### src/rtl/mc_ctrl_if.sv
// Control bundle between the multi-cycle controller and the MIPS datapath.
// The master side is the controller, the slave side is the datapath.
interface mc_ctrl_if;
    logic [5:0] op;
    logic       zero;
    logic       mem_ready;
    logic       IorD;
    logic       MemRd;
    logic       MemWr;
    logic       IRWrite;
    logic       PCWrite;
    logic       PCWriteCond;
    logic [1:0] PCSrc;
    logic       ALUSrcA;
    logic [1:0] ALUSrcB;
    logic [1:0] ALUOp;
    logic       RegDst;
    logic       RegWr;
    logic       MemtoReg;
    logic       instr_done;
    logic       illegal;

    modport master (
        input  op, zero, mem_ready,
        output IorD, MemRd, MemWr, IRWrite, PCWrite, PCWriteCond, PCSrc,
               ALUSrcA, ALUSrcB, ALUOp, RegDst, RegWr, MemtoReg,
               instr_done, illegal
    );

    modport slave (
        output op, zero, mem_ready,
        input  IorD, MemRd, MemWr, IRWrite, PCWrite, PCWriteCond, PCSrc,
               ALUSrcA, ALUSrcB, ALUOp, RegDst, RegWr, MemtoReg,
               instr_done, illegal
    );
endinterface

### src/rtl/mc_ctrl.sv
// Multi-cycle MIPS main controller: sequences fetch/decode/execute/memory/
// write-back and stalls on the memory ready handshake.
module mc_ctrl (
    input  logic          clk,
    input  logic          rst,
    mc_ctrl_if.master     bus
);

    typedef enum logic [3:0] {
        S_FETCH  = 4'd0,
        S_DECODE = 4'd1,
        S_MEMADR = 4'd2,
        S_MEMRD  = 4'd3,
        S_MEMWB  = 4'd4,
        S_MEMWR  = 4'd5,
        S_EXEC   = 4'd6,
        S_ALUWB  = 4'd7,
        S_BRANCH = 4'd8,
        S_JUMP   = 4'd9
    } StateT;

    localparam logic [5:0] OP_RTYPE = 6'b000000;
    localparam logic [5:0] OP_LW    = 6'b100011;
    localparam logic [5:0] OP_SW    = 6'b101011;
    localparam logic [5:0] OP_BEQ   = 6'b000100;
    localparam logic [5:0] OP_J     = 6'b000010;

    StateT      r_state;
    logic [5:0] r_opQ;
    logic       w_supported;

    assign w_supported = (bus.op == OP_RTYPE) || (bus.op == OP_LW) ||
                         (bus.op == OP_SW) || (bus.op == OP_BEQ) ||
                         (bus.op == OP_J);

    always_ff @(posedge clk) begin
        if (rst) begin
            r_state <= S_FETCH;
            r_opQ   <= 6'd0;
        end else begin
            case (r_state)
                S_FETCH:  if (bus.mem_ready) r_state <= S_DECODE;
                S_DECODE: begin
                    r_opQ <= bus.op;
                    case (bus.op)
                        OP_RTYPE:    r_state <= S_EXEC;
                        OP_LW, OP_SW: r_state <= S_MEMADR;
                        OP_BEQ:      r_state <= S_BRANCH;
                        OP_J:        r_state <= S_JUMP;
                        default:     r_state <= S_FETCH;
                    endcase
                end
                // Routing after DECODE relies on the latched opcode only.
                S_MEMADR: r_state <= (r_opQ == OP_LW) ? S_MEMRD : S_MEMWR;
                S_MEMRD:  if (bus.mem_ready) r_state <= S_MEMWB;
                S_MEMWB:  r_state <= S_FETCH;
                S_MEMWR:  if (bus.mem_ready) r_state <= S_FETCH;
                S_EXEC:   r_state <= S_ALUWB;
                S_ALUWB:  r_state <= S_FETCH;
                S_BRANCH: r_state <= S_FETCH;
                S_JUMP:   r_state <= S_FETCH;
                default:  r_state <= S_FETCH;
            endcase
        end
    end

    // Outputs decode the state; reset forces everything low, including the
    // mem_ready and op dependent terms.
    always_comb begin
        bus.IorD        = 1'b0;
        bus.MemRd       = 1'b0;
        bus.MemWr       = 1'b0;
        bus.IRWrite     = 1'b0;
        bus.PCWrite     = 1'b0;
        bus.PCWriteCond = 1'b0;
        bus.PCSrc       = 2'b00;
        bus.ALUSrcA     = 1'b0;
        bus.ALUSrcB     = 2'b00;
        bus.ALUOp       = 2'b00;
        bus.RegDst      = 1'b0;
        bus.RegWr       = 1'b0;
        bus.MemtoReg    = 1'b0;
        bus.instr_done  = 1'b0;
        bus.illegal     = 1'b0;
        if (!rst) begin
            case (r_state)
                S_FETCH: begin
                    bus.MemRd   = 1'b1;
                    bus.ALUSrcB = 2'b01;
                    bus.IRWrite = bus.mem_ready;
                    bus.PCWrite = bus.mem_ready;
                end
                S_DECODE: begin
                    bus.ALUSrcB    = 2'b11;
                    bus.illegal    = !w_supported;
                    bus.instr_done = !w_supported;
                end
                S_MEMADR: begin
                    bus.ALUSrcA = 1'b1;
                    bus.ALUSrcB = 2'b10;
                end
                S_MEMRD: begin
                    bus.MemRd = 1'b1;
                    bus.IorD  = 1'b1;
                end
                S_MEMWB: begin
                    bus.RegWr      = 1'b1;
                    bus.MemtoReg   = 1'b1;
                    bus.instr_done = 1'b1;
                end
                S_MEMWR: begin
                    bus.MemWr      = 1'b1;
                    bus.IorD       = 1'b1;
                    bus.instr_done = bus.mem_ready;
                end
                S_EXEC: begin
                    bus.ALUSrcA = 1'b1;
                    bus.ALUOp   = 2'b10;
                end
                S_ALUWB: begin
                    bus.RegWr      = 1'b1;
                    bus.RegDst     = 1'b1;
                    bus.instr_done = 1'b1;
                end
                S_BRANCH: begin
                    bus.ALUSrcA     = 1'b1;
                    bus.ALUOp       = 2'b01;
                    bus.PCSrc       = 2'b01;
                    bus.PCWriteCond = 1'b1;
                    bus.instr_done  = 1'b1;
                end
                S_JUMP: begin
                    bus.PCWrite    = 1'b1;
                    bus.PCSrc      = 2'b10;
                    bus.instr_done = 1'b1;
                end
                default: ;
            endcase
        end
    end

endmodule

### src/flat_wrapper.sv
// flat-port wrapper written by rule: the top's interface ports become plain ports
module mc_ctrl_flat 
  (clk, rst, bus_op, bus_zero, bus_mem_ready, bus_IorD, bus_MemRd, bus_MemWr, bus_IRWrite, bus_PCWrite, bus_PCWriteCond, bus_PCSrc, bus_ALUSrcA, bus_ALUSrcB, bus_ALUOp, bus_RegDst, bus_RegWr, bus_MemtoReg, bus_instr_done, bus_illegal);
  mc_ctrl_if bus_i ();
  input  logic clk;
  input  logic rst;
  input wire logic [$bits(bus_i.op)-1:0] bus_op;
  input wire logic [$bits(bus_i.zero)-1:0] bus_zero;
  input wire logic [$bits(bus_i.mem_ready)-1:0] bus_mem_ready;
  output wire logic [$bits(bus_i.IorD)-1:0] bus_IorD;
  output wire logic [$bits(bus_i.MemRd)-1:0] bus_MemRd;
  output wire logic [$bits(bus_i.MemWr)-1:0] bus_MemWr;
  output wire logic [$bits(bus_i.IRWrite)-1:0] bus_IRWrite;
  output wire logic [$bits(bus_i.PCWrite)-1:0] bus_PCWrite;
  output wire logic [$bits(bus_i.PCWriteCond)-1:0] bus_PCWriteCond;
  output wire logic [$bits(bus_i.PCSrc)-1:0] bus_PCSrc;
  output wire logic [$bits(bus_i.ALUSrcA)-1:0] bus_ALUSrcA;
  output wire logic [$bits(bus_i.ALUSrcB)-1:0] bus_ALUSrcB;
  output wire logic [$bits(bus_i.ALUOp)-1:0] bus_ALUOp;
  output wire logic [$bits(bus_i.RegDst)-1:0] bus_RegDst;
  output wire logic [$bits(bus_i.RegWr)-1:0] bus_RegWr;
  output wire logic [$bits(bus_i.MemtoReg)-1:0] bus_MemtoReg;
  output wire logic [$bits(bus_i.instr_done)-1:0] bus_instr_done;
  output wire logic [$bits(bus_i.illegal)-1:0] bus_illegal;
  assign bus_i.op = bus_op;
  assign bus_i.zero = bus_zero;
  assign bus_i.mem_ready = bus_mem_ready;
  assign bus_IorD = bus_i.IorD;
  assign bus_MemRd = bus_i.MemRd;
  assign bus_MemWr = bus_i.MemWr;
  assign bus_IRWrite = bus_i.IRWrite;
  assign bus_PCWrite = bus_i.PCWrite;
  assign bus_PCWriteCond = bus_i.PCWriteCond;
  assign bus_PCSrc = bus_i.PCSrc;
  assign bus_ALUSrcA = bus_i.ALUSrcA;
  assign bus_ALUSrcB = bus_i.ALUSrcB;
  assign bus_ALUOp = bus_i.ALUOp;
  assign bus_RegDst = bus_i.RegDst;
  assign bus_RegWr = bus_i.RegWr;
  assign bus_MemtoReg = bus_i.MemtoReg;
  assign bus_instr_done = bus_i.instr_done;
  assign bus_illegal = bus_i.illegal;
  mc_ctrl u_core (.clk(clk), .rst(rst), .bus(bus_i));
endmodule
### config.mk
export PLATFORM = sky130hd
export DESIGN_NAME = mc_ctrl_flat
export DESIGN_NICKNAME = d
export VERILOG_FILES = /design/src/rtl/mc_ctrl_if.sv /design/src/rtl/mc_ctrl.sv /design/src/flat_wrapper.sv
export SDC_FILE = /design/constraint.sdc
export NUM_CORES = 1
export LEC_CHECK = 0
export ABC_AREA = 1
export CAP_MARGIN = 20
export CORE_ASPECT_RATIO = 0.9
export CORE_MARGIN = 4
export CORE_UTILIZATION = 47
export DETAILED_ROUTE_END_ITERATION = 10
export PLACE_DENSITY = 0.85
export SLEW_MARGIN = 40
export SYNTH_ARGS = -nofsm -noshare
export SYNTH_HDL_FRONTEND = slang
export SYNTH_SLANG_ARGS = --single-unit
export TNS_END_PERCENT = 10
### constraint.sdc
create_clock -name clk -period 1.9 [get_ports clk]
set_clock_uncertainty 0.1 [all_clocks]
set_input_delay 0.19 -clock clk [delete_from_list [all_inputs] [get_ports clk]]
set_output_delay 0.19 -clock clk [all_outputs]
set_load 0.03 [all_outputs]
* Word level (Yosys, flattened, before mapping)
Cells that the tools add are included.
W data, S select, Z words.
** Cells by class
- $add $sub $neg :: 0
- Multiply operators :: 0
- Div/mod/pow operators :: 0
- Order comparisons :: 0
- Equal/unequal tests :: 17
- Shift operators :: 0
- Multiplexer cells :: 36
- Bitwise gates (word level) :: 0
- Reduce and logical (&&, ||, !) cells :: 14
** Operators with widths (number)
- $pmux W4 S6 :: 1
- $mux W1 :: 22
- $eq A6 B6 Y1 const B :: 3
- $eq A4 B3 Y1 const B :: 4
- $pmux W4 S4 :: 1
- $mux W4 :: 3
- $eq A4 B2 Y1 const B :: 2
- $eq A4 B4 Y1 const B :: 2
- $pmux W2 S2 :: 2
- $reduce_or A2 Y1 :: 4
- $eq A6 B2 Y1 const B :: 1
- $eq A6 B3 Y1 const B :: 1
- $logic_not A6 Y1 :: 1
- $mux W2 :: 3
- $ne A2 B2 Y1 const B :: 3
- $pmux W2 S3 :: 1
- $eq A4 B1 Y1 const B :: 1
- $logic_not A4 Y1 :: 1
- $logic_or A1 B1 Y1 :: 4
- $reduce_or A4 Y1 :: 1
- $mux W3 :: 1
- $pmux W1 S3 :: 1
- $reduce_and A3 Y1 :: 1
- $reduce_or A3 Y1 :: 1
- other kinds (2) :: 2
** Word-level totals
- Register bits :: 10
- Latch bits :: 0
- RAM bits :: 0
- Bits in read-only memories :: 0
- Input port bits :: 10
- Output and inout port bits :: 18
- Logic and storage cells :: 69
- Memories :: 0

* Longest topological paths before layout
Gate-level depths: netlist of run 1.
- Word-level depth :: 8
- Mapped depth :: 8
- Depth with buffers taken out :: 8

* Worst setup path after synthesis of run 1
Ideal clock, no wire load.
- Path type :: register to output
- From :: register u_core.r_state[1]
- To :: output bus_illegal
- Data arrival time :: 1.388 ns
- Required time :: 1.610 ns
- Slack :: 0.222 ns
- Stages on the path, launching flop included :: 6
- Buffers on the path :: 0
- Path through :: dfxtp_1 inv_2 nand2_2 nor2_4 nand3_1 nor3_1
** On the way
- Word-level cells in the longest chain between the ends :: 3
** RTL lines
- start, declared :: line mc_ctrl.sv:28 : StateT r_state;
- start signal, assigned :: line mc_ctrl.sv:54 : S_MEMADR: r_state <= (r_opQ == OP_LW) ? S_MEMRD : S_MEMWR;
- $eq A4 B1 Y1 :: line mc_ctrl.sv:86 : case (r_state)
- $mux W1 :: line mc_ctrl.sv:86
- $mux W1 :: line mc_ctrl.sv:85 : if (!rst) begin
- end, declared :: line flat_wrapper.sv:24 : output wire logic [$bits(bus_i.illegal)-1:0] bus_illegal;
Every way passes these cells.

* Worst setup path in the final report of run 1
- From :: input bus_op[3]
- To :: output bus_illegal
** On the way
- Word-level cells in the longest chain between the ends :: 8
- Elaborated cells on any way between the ends :: 12
- Classes of those cells :: eq/ne: 4; mux: 2; reduce/logical: 6
** RTL lines
- start, declared :: line flat_wrapper.sv:7 : input wire logic [$bits(bus_i.op)-1:0] bus_op;
- $eq A6 B6 Y1 or $logic_not A6 Y1 (tied branches) :: line mc_ctrl.sv:32 : assign w_supported = (bus.op == OP_RTYPE) || (bus.op == OP_LW) ||
- $logic_or A1 B1 Y1 (2 in series) :: line mc_ctrl.sv:32
- $logic_or A1 B1 Y1 :: line mc_ctrl.sv:33 : (bus.op == OP_SW) || (bus.op == OP_BEQ) ||
- $logic_or A1 B1 Y1 * :: line mc_ctrl.sv:33
- $logic_not A1 Y1 * :: line mc_ctrl.sv:95 : bus.illegal = !w_supported;
- $mux W1 * :: line mc_ctrl.sv:86
- $mux W1 * :: line mc_ctrl.sv:85
Mark *: on every way between the ends. The rest lies on a longest branch, timed or not.

==> results.cfg, run 1 <==
[sta]
relSlewSlack_pct = 79.45
period_minus_slack_ns = 1.765
period_share_pct = 92.90
rsz0062_at_grt = no
tns_ns = 0
fmax_mhz = 566.5
worst_pin_slew_ns = 0.3072
hold_viol = 0
setup_ws_ns = 0.1349
drv_slew = 0
finalSetupViolCount = 0

[setup_path]
slowest_stage = clkdlybuf4s50_1
start_kind = input port
critPathArrivalTime_ns = 1.48
critPathRequiredTime_ns = 1.61
worstSetupPathType = input port to output port
slowest_delay_ns = 0.51
crit_family = buffers and inverters
cp-end-kind = output port
cp_cell_sequence = clkdlybuf4s50_1, nor2_1, nand2_1, o21ai_1, buf_4, nor3_1, buf_4
timing.critical_path.fanout_max = 3
cp_common_cell = buf_4
cp_num_buf_inv = 3

[routing]
wl_um = 2095
first_iter_violations = 21
drt-wirelength-per-cell_um = 11.32
avgViaCountPerCell = 4.914
post-route-drc-count = 0
dr.pass1.iters = 7
vias = 909
ant_nets = 0

[yosys]
synthesis.area_sq_um = 778.2
yosysTopAreaCell = dfxtp_1
synth_common_cells = nor2_1, nand2_1, inv_1
avgSynthCellArea_sq_um = 5.851
synth.distinct_cells = 21
yosysMostFrequentCell = nor2_1
synthArstFlopShare_pct = 0
synth_compound_area_share_pct = 12.54
postSynthCellCount = 133
synth-simple-area-share_pct = 48.55
synth.area.mux_share_pct = 0
yosysTopAreaCellShare_pct = 25.72
synth_warnings = 0
yosysSeqAreaShare_pct = 25.72
ys_top_cells_by_area = dfxtp_1, nor2_1, nand2_1
synth-edff-count = 0
synthAdderAreaFrac_pct = 0
synth_top_family_by_area = simple AND/OR/NAND/NOR gates
synthXorXnorAreaFrac_pct = 0
synth-seq-cells = 10
synthesis.nets = 143
synthFlopType = dfxtp_1

[placed_design]
place_ws_ns = 0.1347
globalplace.congestion = 0.8846
dp_hpwl_um = 1704
io_buffers = 26

[layout]
nNetsFinal = 174
drive_gt1_share_pct = 26.99
area_growth_pct = 36.98
n_antenna_cell = 0

[clock_network]
clock_sinks = 10
htree_levels = 1
numCtsBuffers = 3
cts_tree = built
cts_root_buf = clkbuf_4
clk_pin_slew_ns = 0.06
cts_resized = 0
clk_latency_ns = 0.26
clockBufferDepth = 2
cts_hold_buf = 0
post_cts_buffers = 0

[pwr]
powerDensity_nw_per_um2 = 532.1
p_leak_nw = 0.5567
ir_worst_vdd_v = 0.0004258

[hold_path]
hold_class = register to register

[global_route]
grt_max_degree = 15
antenna_found_initial = 0
grtUsageTotal_pct = 19.72
overflow = 0
first_global_vias = 835
grt_first_pass_wirelength_um = 3498

[floorplanning]
coreArea_sq_um = 1496
die_w_um = 50.90
io_pins = 28
dieArea_sq_um = 2372
die_h_um = 46.61
rows = 13
initial_core_util_pct = 52.01

[job]
max-cap-violations = 0

[outcome]
status = complete, no violations
[cell usage in the layout (no fill, tap or decap), drive strengths merged]
cell           Yosys  routed
a21oi              9       9
buf                3      22
clkbuf             1       4
clkdlybuf4s50      0       8
dfxtp             10      10
inv               20      20
nand2             30      30
nand3             10      10
nand4              2       2
nor2              36      36
nor3               3       3
o211ai             1       1
o21ai              8       8
[path summary, 6_finish.rpt]
| kind | cells after the start | endpoint | slack [ns] | startpoint |
|---|---|---|---|---|
| setup / recovery | 7 | bus_illegal | 0.13 | bus_op[3] |
| hold / removal | 2 | u_core.r_opQ[3] | 0.42 | u_core.r_opQ[3] |
| setup reg to reg | 7 | u_core.r_state[2] | 0.55 | u_core.r_state[0] |
| hold reg to reg | 2 | u_core.r_opQ[3] | 0.42 | u_core.r_opQ[3] |
[where the power goes]
| part | internal, W | total, W | switching [W] |
|---|---|---|---|
| clock | 0.000116 | 0.000185 | 0.0000685 |
| combinational | 0.0000593 | 0.000149 | 0.0000896 |
| sequential | 0.000224 | 0.000234 | 0.00000926 |
[sequential cells by signal, summed over array words and instances (netlist names)]
signal / cells
u_core.r_opQ: 6
u_core.r_state: 4
[layer usage]
metal,GRT usage (%),vias up,share of wire [%]
met4,6.452,0,1.0
met2,34.38,28,48
met3,3.883,4,5.9
met5,0,-,0
met1,24.66,400,45
li1,-,477,-
[metrics by stage]
stage / utilization (%) / power [W] / cells / instance area [sq um] / hold slack, ns
6_report: 71.24 / 0.0005672 / 185 / 1066 / 0.4222
5_1_grt: 71.24 / 0.0006005 / 185 / 1066 / 0.4664
4_1_cts: 70.82 / 0.0005721 / 185 / 1060 / 0.4287
3_5_place_dp: 68.39 / 0.0003848 / 181 / 1023 / 0.3971
3_3_place_gp: 68.39 / 0.0003808 / 181 / 1023 / 0.3973
2_1_floorplan: - / 0.0003320 / 133 / 778.2 / 0.2249
[tightest hold or removal path, stage by stage (launching register included)]
cell	delay [ns]
dfxtp_1	0.32
o21ai_0	0.08
nor2_1	0.08
[cell type report]
cell class,instances,area [sq um]
fillers,145,430.4
clock buffers,4,36.28
multi-input cells,99,480.5
well taps,22,27.53
inverters,20,75.07
repair buffers,30,245.2
flip-flops and latches,10,201.4
[cell families after synthesis]
kind of cell    Yosys count
simple gates             81
buf+inv                  24
compound gates           18
flops                    10
No activity file was read; power rests on OpenSTA's default activity.
==> run 2: changes to the inputs <==
CORE_MARGIN = 2   (was 4)
==> results.cfg, run 2 (same netlist as run 1, synthesis figures left out) <==
[outcome]
status = complete, no violations

[pwr]
ir_worst_vdd_v = 0.0004990
powerDensity_nw_per_um2 = 531.5
finalPower_w = 0.0005680
p_leak_nw = 0.5571

[setup_path]
start_kind = input port
cp-end-kind = output port
timing.critical_path.fanout_max = 3
worstRegToRegCells = 7
regToRegEndpoint = u_core.r_state[2]
worstSetupPathType = input port to output port
r2r_slack_ns = 0.59
critPathLaunch = bus_op[3]
cp-endpoint = bus_instr_done
critPathArrivalTime_ns = 1.48
rr_startpoint = u_core.r_state[0]
critPathRequiredTime_ns = 1.61

[global_route]
overflow = 0
grt_first_pass_wirelength_um = 3215
grtUsageTotal_pct = 21.90
antenna_found_initial = 0
grt_max_degree = 15
first_global_vias = 797

[clock_network]
cts_root_buf = clkbuf_4
clk_pin_slew_ns = 0.07
clockBufferDepth = 2
htree_levels = 1
numCtsBuffers = 3
cts_tree = built
clock_sinks = 10
clk_latency_ns = 0.26

[floorplanning]
rows = 13
coreArea_sq_um = 1496
die_w_um = 46.90
die_h_um = 42.61
initial_core_util_pct = 52.01
io_pins = 28
dieArea_sq_um = 1998

[layout]
n_antenna_cell = 0
largest_register = u_core.r_opQ
nNetsFinal = 174
mostFrequentLayoutCells = nor2_1, nand2_1, buf_4
largest_reg_flops = 6
reg_top3 = u_core.r_opQ (6), u_core.r_state (4)
utilization_pct = 71.40
layout_commonest_cell = nor2_1
drive_gt1_share_pct = 28.22
area_growth_pct = 37.30

[placed_design]
globalplace.congestion = 0.9543
io_buffers = 26
dp_hpwl_um = 1603
place_ws_ns = 0.02241

[sta]
hold_viol = 0
fmax_mhz = 563.6
worst_pin_slew_ns = 0.3852
finalSetupViolCount = 0
tns_ns = 0
relSlewSlack_pct = 74.24
period_minus_slack_ns = 1.774
setup_ws_ns = 0.1257
drv_slew = 0
rsz0062_at_grt = no
whs_ns = 0.4312
period_share_pct = 93.38

[routing]
first_iter_violations = 30
drt-wirelength-per-cell_um = 10.52
vias = 891
post-route-drc-count = 0
avgViaCountPerCell = 4.816
dr.pass1.iters = 4
wl_um = 1947
ant_nets = 0

[job]
max-cap-violations = 0

[hold_path]
hold_class = register to register
-- run 2: final cells by class --
type | instances | area (sq um)
clock buffer | 4 | 36.28
inverter | 20 | 75.07
timing repair buffer | 30 | 245.2
tap | 22 | 27.53
multi-input combinational | 99 | 484.2
sequential | 10 | 200.2
fill | 151 | 427.9
-- run 2: where the power goes --
group / switching, W / internal [W] / total (W)
logic: 0.0000895 / 0.0000591 / 0.000149
registers: 0.00000855 / 0.000224 / 0.000233
clock network: 0.0000703 / 0.000116 / 0.000186
total: 0.000168 / 0.000400 / 0.000568
-- run 2: critical path, stage by stage --
cell and delay, ns:
clkdlybuf4s50_1 0.45, nor2_1 0.18, nand2_2 0.11, o21ai_2 0.19
nor2_1 0.07, nor2_1 0.08, nor2_1 0.04, buf_4 0.18
-- run 2: worst min-delay path by stage --
| stage | startpoint | to | slack (ns) | cells after the start |
|---|---|---|---|---|
| floorplan | bus_op[3] | u_core.r_opQ[3] | 0.22 | 2 |
| global placement | u_core.r_opQ[4] | u_core.r_opQ[4] | 0.40 | 2 |
| detailed placement | u_core.r_opQ[3] | u_core.r_opQ[3] | 0.41 | 2 |
| CTS | u_core.r_opQ[3] | u_core.r_opQ[3] | 0.42 | 2 |
| global route | u_core.r_opQ[4] | u_core.r_opQ[4] | 0.47 | 2 |
| finish | u_core.r_opQ[5] | u_core.r_opQ[5] | 0.43 | 2 |
-- run 2: what timing repair did --
item | CTS | global route
endpoints found under the hold margin | 0 | 0
gates resized for setup | 0 | 3
hold buffers | 0 | 0
endpoints found under the setup margin | 0 | 2
setup buffers | 0 | 1
-- run 2: per-layer routing --
metal / vias to the layer above / part of all wire, % / track usage [%]
met3: 2 / 5.5 / 2.586
met1: 385 / 49 / 30.13
met5: - / 0 / 0
met2: 25 / 45 / 33.42
li1: 479 / - / -
met4: 0 / 0.72 / 9.444
-- run 2: through the flow --
stage / instance area, sq um / cells
after floorplan: 778.2 / 133
after global placement: 1016 / 180
after detailed placement: 1016 / 180
after CTS: 1052 / 184
after global routing: 1069 / 185
final: 1069 / 185
==> run 3: changes to the inputs <==
SLEW_MARGIN = unset   (was 40)
==> results of run 3 <==
The final DEF is identical to that of run 2; final timing and power are the same.
